[config.mk]
export PLATFORM = sky130hd
export DESIGN_NAME = flash_boot_copier_flat
export DESIGN_NICKNAME = d
export VERILOG_FILES = /design/src/rtl/flash_boot_copier_pkg.sv /design/src/rtl/flash_boot_copier_if.sv /design/src/rtl/flash_boot_copier_timer.sv /design/src/rtl/flash_boot_copier.sv /design/src/flat_wrapper.sv
export SDC_FILE = /design/constraint.sdc
export NUM_CORES = 1
export LEC_CHECK = 0
export BUFFER_PORTS_ARGS = -buffer_cell sky130_fd_sc_hd__clkbuf_2
export CAP_MARGIN = 10
export CORE_MARGIN = 2
export CORE_UTILIZATION = 51
export CTS_CLUSTER_DIAMETER = 30
export CTS_CLUSTER_SIZE = 24
export DETAILED_ROUTE_END_ITERATION = 6
export GPL_TIMING_DRIVEN = 0
export PLACE_DENSITY = 0.91
export SLEW_MARGIN = 20
export SYNTH_ARGS = -nofsm -noshare
export SYNTH_HDL_FRONTEND = slang
export SYNTH_SLANG_ARGS = --single-unit
[constraint.sdc]
create_clock -name clk -period 3.3 [get_ports clk]
set_input_delay 0.66 -clock clk [delete_from_list [all_inputs] [get_ports clk]]
set_output_delay 0.66 -clock clk [all_outputs]
set_load 0.01 [all_outputs]
[src/rtl/flash_boot_copier_pkg.sv]
// flash_boot_copier_pkg: shared bus widths, FSM encoding and flash/SRAM address helpers
package flash_boot_copier_pkg;
  localparam int WB_AddrBus = 32;
  localparam int WB_DataBus = 32;
  typedef enum logic [2:0] {IDLE, RD_LO, RD_HI, WR, FIN} state_t;
  function automatic logic [WB_AddrBus-1:0] hw_addr(input logic [WB_AddrBus-1:0] base, input logic [15:0] n, input logic hi);
    return base + {13'b0, n, hi, 2'b0};
  endfunction
  function automatic logic [WB_AddrBus-1:0] word_addr(input logic [WB_AddrBus-1:0] base, input logic [15:0] n);
    return base + {14'b0, n, 2'b0};
  endfunction
endpackage

[src/rtl/flash_boot_copier_if.sv]
// flash_boot_copier_if: start, flash read bus, SRAM write bus and status signals of the boot copier
interface flash_boot_copier_if;
  import flash_boot_copier_pkg::*;
  logic                  start_i;
  logic [WB_AddrBus-1:0] fl_addr_o;
  logic                  fl_select_o;
  logic                  fl_we_o;
  logic [WB_DataBus-1:0] fl_data_i;
  logic                  fl_ack_i;
  logic [WB_AddrBus-1:0] sr_addr_o;
  logic [WB_DataBus-1:0] sr_data_o;
  logic                  sr_select_o;
  logic                  sr_we_o;
  logic                  sr_ack_i;
  logic                  cpu_stall_o;
  logic                  done_o;
  logic                  error_o;
  modport master (
    input  start_i, fl_data_i, fl_ack_i, sr_ack_i,
    output fl_addr_o, fl_select_o, fl_we_o, sr_addr_o, sr_data_o, sr_select_o, sr_we_o,
           cpu_stall_o, done_o, error_o
  );
  modport slave (
    output start_i, fl_data_i, fl_ack_i, sr_ack_i,
    input  fl_addr_o, fl_select_o, fl_we_o, sr_addr_o, sr_data_o, sr_select_o, sr_we_o,
           cpu_stall_o, done_o, error_o
  );
endinterface

[src/rtl/flash_boot_copier_timer.sv]
// boot_ack_timer: counts cycles a select is held without ack and flags the timeout cycle
module boot_ack_timer #(
  parameter int ACK_TIMEOUT = 255
) (
  input  logic clk,
  input  logic rst,
  input  logic i_busy,
  input  logic i_ack,
  output logic o_expired
);
  localparam int W = $clog2(ACK_TIMEOUT + 1);
  logic [W-1:0] r_cnt;
  always_ff @(posedge clk)
    r_cnt <= (rst || !i_busy || i_ack) ? '0 : r_cnt + 1'b1;
  assign o_expired = i_busy && !i_ack && r_cnt == W'(ACK_TIMEOUT - 1);
endmodule

[src/rtl/flash_boot_copier.sv]
// flash_boot_copier: copies a 16-bit flash image into 32-bit SRAM words at boot or on start
module flash_boot_copier
  import flash_boot_copier_pkg::*;
#(
  parameter logic [WB_AddrBus-1:0] SRC_BASE    = 32'h1E00_0000,
  parameter logic [WB_AddrBus-1:0] DST_BASE    = 32'h0000_0000,
  parameter int                    WORD_COUNT  = 1024,
  parameter int                    ACK_TIMEOUT = 255
) (
  input logic                 clk,
  input logic                 rst,
  flash_boot_copier_if.master bus
);
  state_t                r_state;
  logic                  r_boot, r_fl_sel, r_sr_sel, r_done, r_err, r_stall;
  logic [15:0]           r_n;
  logic [WB_AddrBus-1:0] r_fl_addr, r_sr_addr;
  logic [WB_DataBus-1:0] r_data;
  logic                  w_busy, w_ack, w_expired, w_unused_hi;
  assign w_busy = r_fl_sel | r_sr_sel;
  assign w_ack = (r_fl_sel & bus.fl_ack_i) | (r_sr_sel & bus.sr_ack_i);
  assign w_unused_hi = ^bus.fl_data_i[31:16];
  boot_ack_timer #(.ACK_TIMEOUT(ACK_TIMEOUT)) u_timer (
    .clk(clk), .rst(rst), .i_busy(w_busy), .i_ack(w_ack), .o_expired(w_expired)
  );
  always_ff @(posedge clk) begin
    if (rst) begin
      r_state   <= IDLE;
      r_boot    <= 1'b1;
      r_n       <= '0;
      r_fl_sel  <= 1'b0;
      r_sr_sel  <= 1'b0;
      r_fl_addr <= '0;
      r_sr_addr <= '0;
      r_data    <= '0;
      r_done    <= 1'b0;
      r_err     <= 1'b0;
      r_stall   <= 1'b1;
    end else if (w_expired) begin
      r_fl_sel <= 1'b0;
      r_sr_sel <= 1'b0;
      r_err    <= 1'b1;
      r_done   <= 1'b1;
      r_stall  <= 1'b0;
      r_state  <= FIN;
    end else begin
      case (r_state)
        IDLE: if (r_boot || bus.start_i) begin
          r_boot  <= 1'b0;
          r_n     <= '0;
          r_state <= RD_LO;
        end
        RD_LO, RD_HI: if (!r_fl_sel) begin
          r_fl_sel  <= 1'b1;
          r_fl_addr <= hw_addr(SRC_BASE, r_n, r_state == RD_HI);
        end else if (bus.fl_ack_i) begin
          r_fl_sel <= 1'b0;
          if (r_state == RD_LO) begin
            r_data[15:0] <= bus.fl_data_i[15:0];
            r_state      <= RD_HI;
          end else begin
            r_data[31:16] <= bus.fl_data_i[15:0];
            r_state       <= WR;
          end
        end
        WR: if (!r_sr_sel) begin
          r_sr_sel  <= 1'b1;
          r_sr_addr <= word_addr(DST_BASE, r_n);
        end else if (bus.sr_ack_i) begin
          r_sr_sel <= 1'b0;
          if (r_n == 16'(WORD_COUNT - 1)) begin
            r_done  <= 1'b1;
            r_stall <= 1'b0;
            r_state <= FIN;
          end else begin
            r_n     <= r_n + 16'd1;
            r_state <= RD_LO;
          end
        end
        FIN: if (bus.start_i) begin
          r_done  <= 1'b0;
          r_err   <= 1'b0;
          r_n     <= '0;
          r_stall <= 1'b1;
          r_state <= RD_LO;
        end
        default: r_state <= IDLE;
      endcase
    end
  end
  assign bus.fl_addr_o   = r_fl_addr;
  assign bus.fl_select_o = r_fl_sel;
  assign bus.fl_we_o     = 1'b0;
  assign bus.sr_addr_o   = r_sr_addr;
  assign bus.sr_data_o   = r_data;
  assign bus.sr_select_o = r_sr_sel;
  assign bus.sr_we_o     = r_sr_sel;
  assign bus.cpu_stall_o = r_stall;
  assign bus.done_o      = r_done;
  assign bus.error_o     = r_err;
endmodule
[src/flat_wrapper.sv]
// flat-port wrapper written by rule: the top's interface ports become plain ports
module flash_boot_copier_flat import flash_boot_copier_pkg::*;
#(
  parameter logic [WB_AddrBus-1:0] SRC_BASE    = 32'h1E00_0000,
  parameter logic [WB_AddrBus-1:0] DST_BASE    = 32'h0000_0000,
  parameter int                    WORD_COUNT  = 1024,
  parameter int                    ACK_TIMEOUT = 255
)
  (clk, rst, bus_start_i, bus_fl_data_i, bus_fl_ack_i, bus_sr_ack_i, bus_fl_addr_o, bus_fl_select_o, bus_fl_we_o, bus_sr_addr_o, bus_sr_data_o, bus_sr_select_o, bus_sr_we_o, bus_cpu_stall_o, bus_done_o, bus_error_o);
  flash_boot_copier_if bus_i ();
  input logic clk;
  input logic rst;
  input wire logic [$bits(bus_i.start_i)-1:0] bus_start_i;
  input wire logic [$bits(bus_i.fl_data_i)-1:0] bus_fl_data_i;
  input wire logic [$bits(bus_i.fl_ack_i)-1:0] bus_fl_ack_i;
  input wire logic [$bits(bus_i.sr_ack_i)-1:0] bus_sr_ack_i;
  output wire logic [$bits(bus_i.fl_addr_o)-1:0] bus_fl_addr_o;
  output wire logic [$bits(bus_i.fl_select_o)-1:0] bus_fl_select_o;
  output wire logic [$bits(bus_i.fl_we_o)-1:0] bus_fl_we_o;
  output wire logic [$bits(bus_i.sr_addr_o)-1:0] bus_sr_addr_o;
  output wire logic [$bits(bus_i.sr_data_o)-1:0] bus_sr_data_o;
  output wire logic [$bits(bus_i.sr_select_o)-1:0] bus_sr_select_o;
  output wire logic [$bits(bus_i.sr_we_o)-1:0] bus_sr_we_o;
  output wire logic [$bits(bus_i.cpu_stall_o)-1:0] bus_cpu_stall_o;
  output wire logic [$bits(bus_i.done_o)-1:0] bus_done_o;
  output wire logic [$bits(bus_i.error_o)-1:0] bus_error_o;
  assign bus_i.start_i = bus_start_i;
  assign bus_i.fl_data_i = bus_fl_data_i;
  assign bus_i.fl_ack_i = bus_fl_ack_i;
  assign bus_i.sr_ack_i = bus_sr_ack_i;
  assign bus_fl_addr_o = bus_i.fl_addr_o;
  assign bus_fl_select_o = bus_i.fl_select_o;
  assign bus_fl_we_o = bus_i.fl_we_o;
  assign bus_sr_addr_o = bus_i.sr_addr_o;
  assign bus_sr_data_o = bus_i.sr_data_o;
  assign bus_sr_select_o = bus_i.sr_select_o;
  assign bus_sr_we_o = bus_i.sr_we_o;
  assign bus_cpu_stall_o = bus_i.cpu_stall_o;
  assign bus_done_o = bus_i.done_o;
  assign bus_error_o = bus_i.error_o;
  flash_boot_copier #(.SRC_BASE(SRC_BASE), .DST_BASE(DST_BASE), .WORD_COUNT(WORD_COUNT), .ACK_TIMEOUT(ACK_TIMEOUT)) u_core (.clk(clk), .rst(rst), .bus(bus_i));
endmodule
# [After elaboration in Yosys (flattened, before gate mapping)]
# Cells that the tools add are included.
[word_totals] reg_bits=113 elab_cells=103
[classes] n_mux=34 eq_ne=20 n_addsub=3 bitwise=8 n_reduce_logical=24
[ops] op="16-bit 2-to-1 mux" n=5
[ops] op="16-bit one-hot mux with 3 select lines" n=1
[ops] op="29-bit by 19-bit adder with 30-bit output (first input constant)" n=1
[ops] op="3-bit 2-to-1 mux" n=8
[ops] op="1-bit 2-to-1 mux" n=17
[ops] op="16-bit by 1-bit adder with 16-bit output (second input constant)" n=1
[ops] op="16-bit by 10-bit == test with 1-bit output (second input constant)" n=1
[ops] op="5-bit AND reduction" n=3
[ops] op="3-bit by 2-bit inequality test with 1-bit output (second input constant)" n=4
[ops] op="3-bit one-hot mux with 4 select lines" n=1
[ops] op="6-bit AND reduction" n=2
[ops] op="3-bit inequality test (second input constant)" n=3
[ops] op="3-bit AND reduction" n=3
[ops] op="8-bit by 1-bit adder with 8-bit output (second input constant)" n=1
[ops] op="8-bit == test (second input constant)" n=1
[ops] op="2-bit inequality test (second input constant)" n=4
[ops] op="7-bit AND reduction" n=1
[ops] op="3-bit by 2-bit == test with 1-bit output (second input constant)" n=2
[ops] op="2-bit by 1-bit inequality test with 1-bit output (second input constant)" n=3
[ops] op="3-bit nonzero test" n=2
[ops] op="1-bit NOT" n=4
[ops] op="1-bit one-hot mux with 2 select lines" n=2
[ops] op="2-bit nonzero test" n=2
[ops] op="2-bit OR reduction" n=2
[ops] op="other kinds (9)" n=15

# [Depth between registers and ports, before layout]
[depth] depth_word=7 ltp_mapped=10 depth_no_buf=7

# [Hierarchy]
# Synthesis repeated with hierarchy kept, for this count alone.
[hier_totals] cells_unflattened=515 area_unflattened_um2=4256.6
[modules_own_cells] module="flash_boot_copier" seq_area_each_um2=1821.7 area_per_inst_um2=3918.8 n_inst=1 cells_per_inst=477
[modules_own_cells] module="boot_ack_timer" seq_area_each_um2=160.2 area_per_inst_um2=337.8 n_inst=1 cells_per_inst=38

# [Worst setup path before layout]
# OpenSTA, ideal clock, no wires.
[synth_path] path_kind="reg2reg" startpoint="register u_core.r_n[0]" endpoint="register u_core.r_n[11]" setup_time_ns=0.115 path_slack_ns=0.856 arrival_ns=2.329 stages_incl_launch_ff=8 t_required_ns=3.185 period_less_slack_ns=2.444 path_cell_list="dfxtp_1 -> ha_1 -> or4b_4 -> or4_4 -> and4_4 -> buf_6 -> and4_4 -> o21a_1"
[synth_via] elab_chain_cells=5 word_cells_on_any_way=8 cone_classes="add/sub (1); eq/ne (2); mux (4); reduce/logical (1)"
[synth_rtl] element="from (decl)" line="flash_boot_copier.sv:16" rtl="logic [15:0] r_n;"
[synth_rtl] element="from (signal assigned)" line="flash_boot_copier.sv:76" rtl="r_n <= r_n + 16'd1;"
[synth_rtl] element="16-bit by 1-bit adder with 16-bit output" line="flash_boot_copier.sv:76"
[synth_rtl] element="16-bit 2-to-1 mux" line="flash_boot_copier.sv:71" rtl="if (r_n == 16'(WORD_COUNT - 1)) begin"
[synth_rtl] element="16-bit 2-to-1 mux" line="flash_boot_copier.sv:69" rtl="end else if (bus.sr_ack_i) begin"
[synth_rtl] element="16-bit 2-to-1 mux" line="flash_boot_copier.sv:66" rtl="WR: if (!r_sr_sel) begin"
[synth_rtl] element="16-bit one-hot mux with 3 select lines" line="flash_boot_copier.sv:47" rtl="case (r_state)"
# Several ways; a longest one is shown, not always the timed one. The select of a mux whose other input is x is not followed.
# A chain may end at the register's enable or synchronous reset.

# [Final worst setup path]
[layout_path] startpoint="register u_core.r_n[0]" endpoint="register u_core.r_n[15]"
# The elaborated chain is that of the path after synthesis.

==> reports/qor.yml <==
worst_setup_path:
  crit_top_cell: "and4_4"
  cp_max_fo: 9
  slowest_delay_ns: 0.57
  crit_chain: "ha_1, or4b_4, or4_4, and4_4, buf_6, and4_4, o21a_1"
  critical_path_class: "reg2reg"
  cp_data_arrival_time_ns: 2.99
  required_ns: 3.56
  end_kind: "flip-flop"
  cp_slowest_cell: "or4_4"
  start_kind: "flip-flop"
  r2r_cells: 7
cts:
  root_buffer: "clkbuf_8"
  post_cts_resize_count: 0
  clock_sinks: 99
  clock_latency_ns: 0.37
  postCtsSetupRepairBufs: 0
  clk_path_buf_depth: 2
  cts_hold_buf: 0
  cts_made_buffers: 9
  clk_pin_slew_ns: 0.09
  cts_tree: "built"
  htreeDepth: 3
place:
  place.port_buffers: 95
  dp_hpwl_um: 7900
  gp_congestion: 0.864
  place_area_um2: 5020
finish:
  utilization: 0.639
  drive_above_1_share: 0.241
  antennaDiodeCount: 0
  num-nets-final: 686
  multi_input_area_um2: 2000
  n_fill_cell: 679
  post-route-cell-area_um2: 5250
  area.growth.synth_to_final_pct: 21.7
  register_area_um2: 1980
global_route:
  track_usage: 0.230
  antenna_found_initial: 0
  overflow: 0
  grt_pass1_vias: 3616
  grt_max_degree: 17
  grt_pass1_wl_um: 16700
timing:
  holdWs_ns: 0.460
  fmax_mhz: 367
  hold_violations: 0
  maxSlewHeadroom: 0.410
  worstMarginPinSlew_ns: 0.878
  finalCritPeriodShare: 0.825
  fin_setup_tns_ns: 0
  slew_viol_final: 0
  finClkSkew_ns: 0.0127
  fin_crit_ns: 2.72
  setup_viol: 0
  rsz0062_at_grt: "false"
floorplanning:
  die_h_um: 96
  die_area_um2: 9220
  io_pins: 140
  core-area_um2: 8220
  initial_utilization: 0.525
  die_w_um: 96
  std_cell_rows: 33
routing:
  ant_nets: 0
  wl_per_cell_um: 14.2
  via_count: 4062
  drt_iter0_drc: 211
  drt_first_pass_iters: 5
  totalWireLength_um: 10700
  vias_per_cell: 5.37
  drc: 0
flow_run:
  cap_violations: 0
synth:
  synth_edf_count: 0
  async_reset_ff_frac: 0
  synth_most_common_cell: "dfxtp_1"
  ys_types: 50
  yosysWarnings: 0
  synthTopCellsByArea: "dfxtp_1 (46%), nand2_1 (8.3%), a21oi_1 (6.7%), buf_4 (5.6%), mux2i_1 (4.4%)"
  syn_area_per_cell_um2: 8.41
  ys_ff_latch: 99
  ys_seq_area_frac: 0.459
  synth_cells: 513
  yosysTopAreaCell: "dfxtp_1"
  synth_ff_type: "dfxtp_1"
  yosys-top-cells-count: "dfxtp_1 (99), nand2_1 (96), a21oi_1 (58)"
  syn_area_um2: 4320
  synth_top_area_share: 0.459
power:
  totalPowerFinal_mw: 2.64
  p_leak_nw: 2.25
  irDropWorstVdd_v: 0.000412
  power_density_nw_per_um2: 503
worst_hold_path:
  hold_path_depth: 2
  hold_path.class: "reg2reg"
outcome:
  status: "finished clean"
## sequential cells by signal (all words and copies together) (netlist names)
signal	flops
u_core.bus.cpu_stall_o	1
u_core.bus.done_o	1
u_core.bus.error_o	1
u_core.bus.fl_addr_o	18
u_core.bus.fl_select_o	1
u_core.bus.sr_addr_o	16
u_core.bus.sr_data_o	32
u_core.bus.sr_select_o	1
u_core.r_boot	1
u_core.r_n	16
u_core.r_state	3
u_core.u_timer.r_cnt	8
## metrics by stage
stage | setup WS, ns | std cells
floorplan | 0.856 | 540
global placement | 0.690 | 740
detailed placement | 0.627 | 740
CTS | 0.603 | 756
global route | 0.419 | 756
finish | 0.577 | 756
## logic make-up after synthesis
logic type / count (synthesis) / synth area share
simple gates: 215 / 0.241
flops: 99 / 0.459
compound gates: 98 / 0.133
buf+inv: 72 / 0.102
mux: 19 / 0.0441
xor+xnor: 6 / 0.0122
fa+ha+maj: 3 / 0.00870
other cells: 1 / 0.000869
## layer usage
metal  track usage  share of wire  vias to the layer above
met1         0.279           0.40                     1893
met3        0.0439          0.069                       25
li1              -              -                     1964
met4        0.0845          0.022                        0
met5             0              0                        -
met2         0.403           0.51                      180
## power by group
group	switching, mW	internal (mW)
Clock	0.423	0.452
Combinational	0.290	0.221
Sequential	0.0318	1.23
Total	0.745	1.90
## worst max-delay path: cells and delay by family, from the launching register on
| kind | cells | cell delay (ns) |
|---|---|---|
| AND/OR/NAND/NOR | 4 | 1.47 |
| flip-flops | 1 | 0.51 |
| adder cells (fa/ha/maj) | 1 | 0.35 |
| AO/OA/AOI/OAI | 1 | 0.17 |
| buffers and inverters | 1 | 0.13 |
## final cells by class
cell class              count  share of cell area
clock inverters             5              0.0162
flip-flops and latches     99               0.377
inverters                  10             0.00715
multi-input cells         369               0.380
well taps                 105              0.0250
repair buffers             95              0.0905
plain buffers              62              0.0765
clock buffers              11              0.0269
## layout by cell type, fill, tap and decap left out, drive strengths merged, types with 6 or more instances in the layout
cell type / Yosys / final
o31ai: 6 / 6
dfxtp: 99 / 99
nand2: 96 / 96
a21boi: 7 / 7
a21oi: 58 / 58
and4: 8 / 8
buf: 35 / 35
inv: 10 / 11
or4: 8 / 8
nor3: 8 / 8
conb: 1 / 28
nor2: 35 / 35
o21ai: 8 / 8
o21a: 6 / 6
mux2i: 19 / 19
nand3: 28 / 28
clkbuf: 26 / 132
## final timing paths
kind	start	endpoint	slack, ns
worst max-delay path	u_core.r_n[0]$_SDFFE_PP0P_	u_core.r_n[15]$_SDFFE_PP0P_	0.58
worst min-delay path	u_core.bus.error_o$_SDFFE_PP0P_	u_core.bus.error_o$_SDFFE_PP0P_	0.46
worst min register to register	u_core.bus.error_o$_SDFFE_PP0P_	u_core.bus.error_o$_SDFFE_PP0P_	0.46
worst max register to register	u_core.r_n[0]$_SDFFE_PP0P_	u_core.r_n[15]$_SDFFE_PP0P_	0.58
Note: power is estimated with default switching activity, not from simulation.
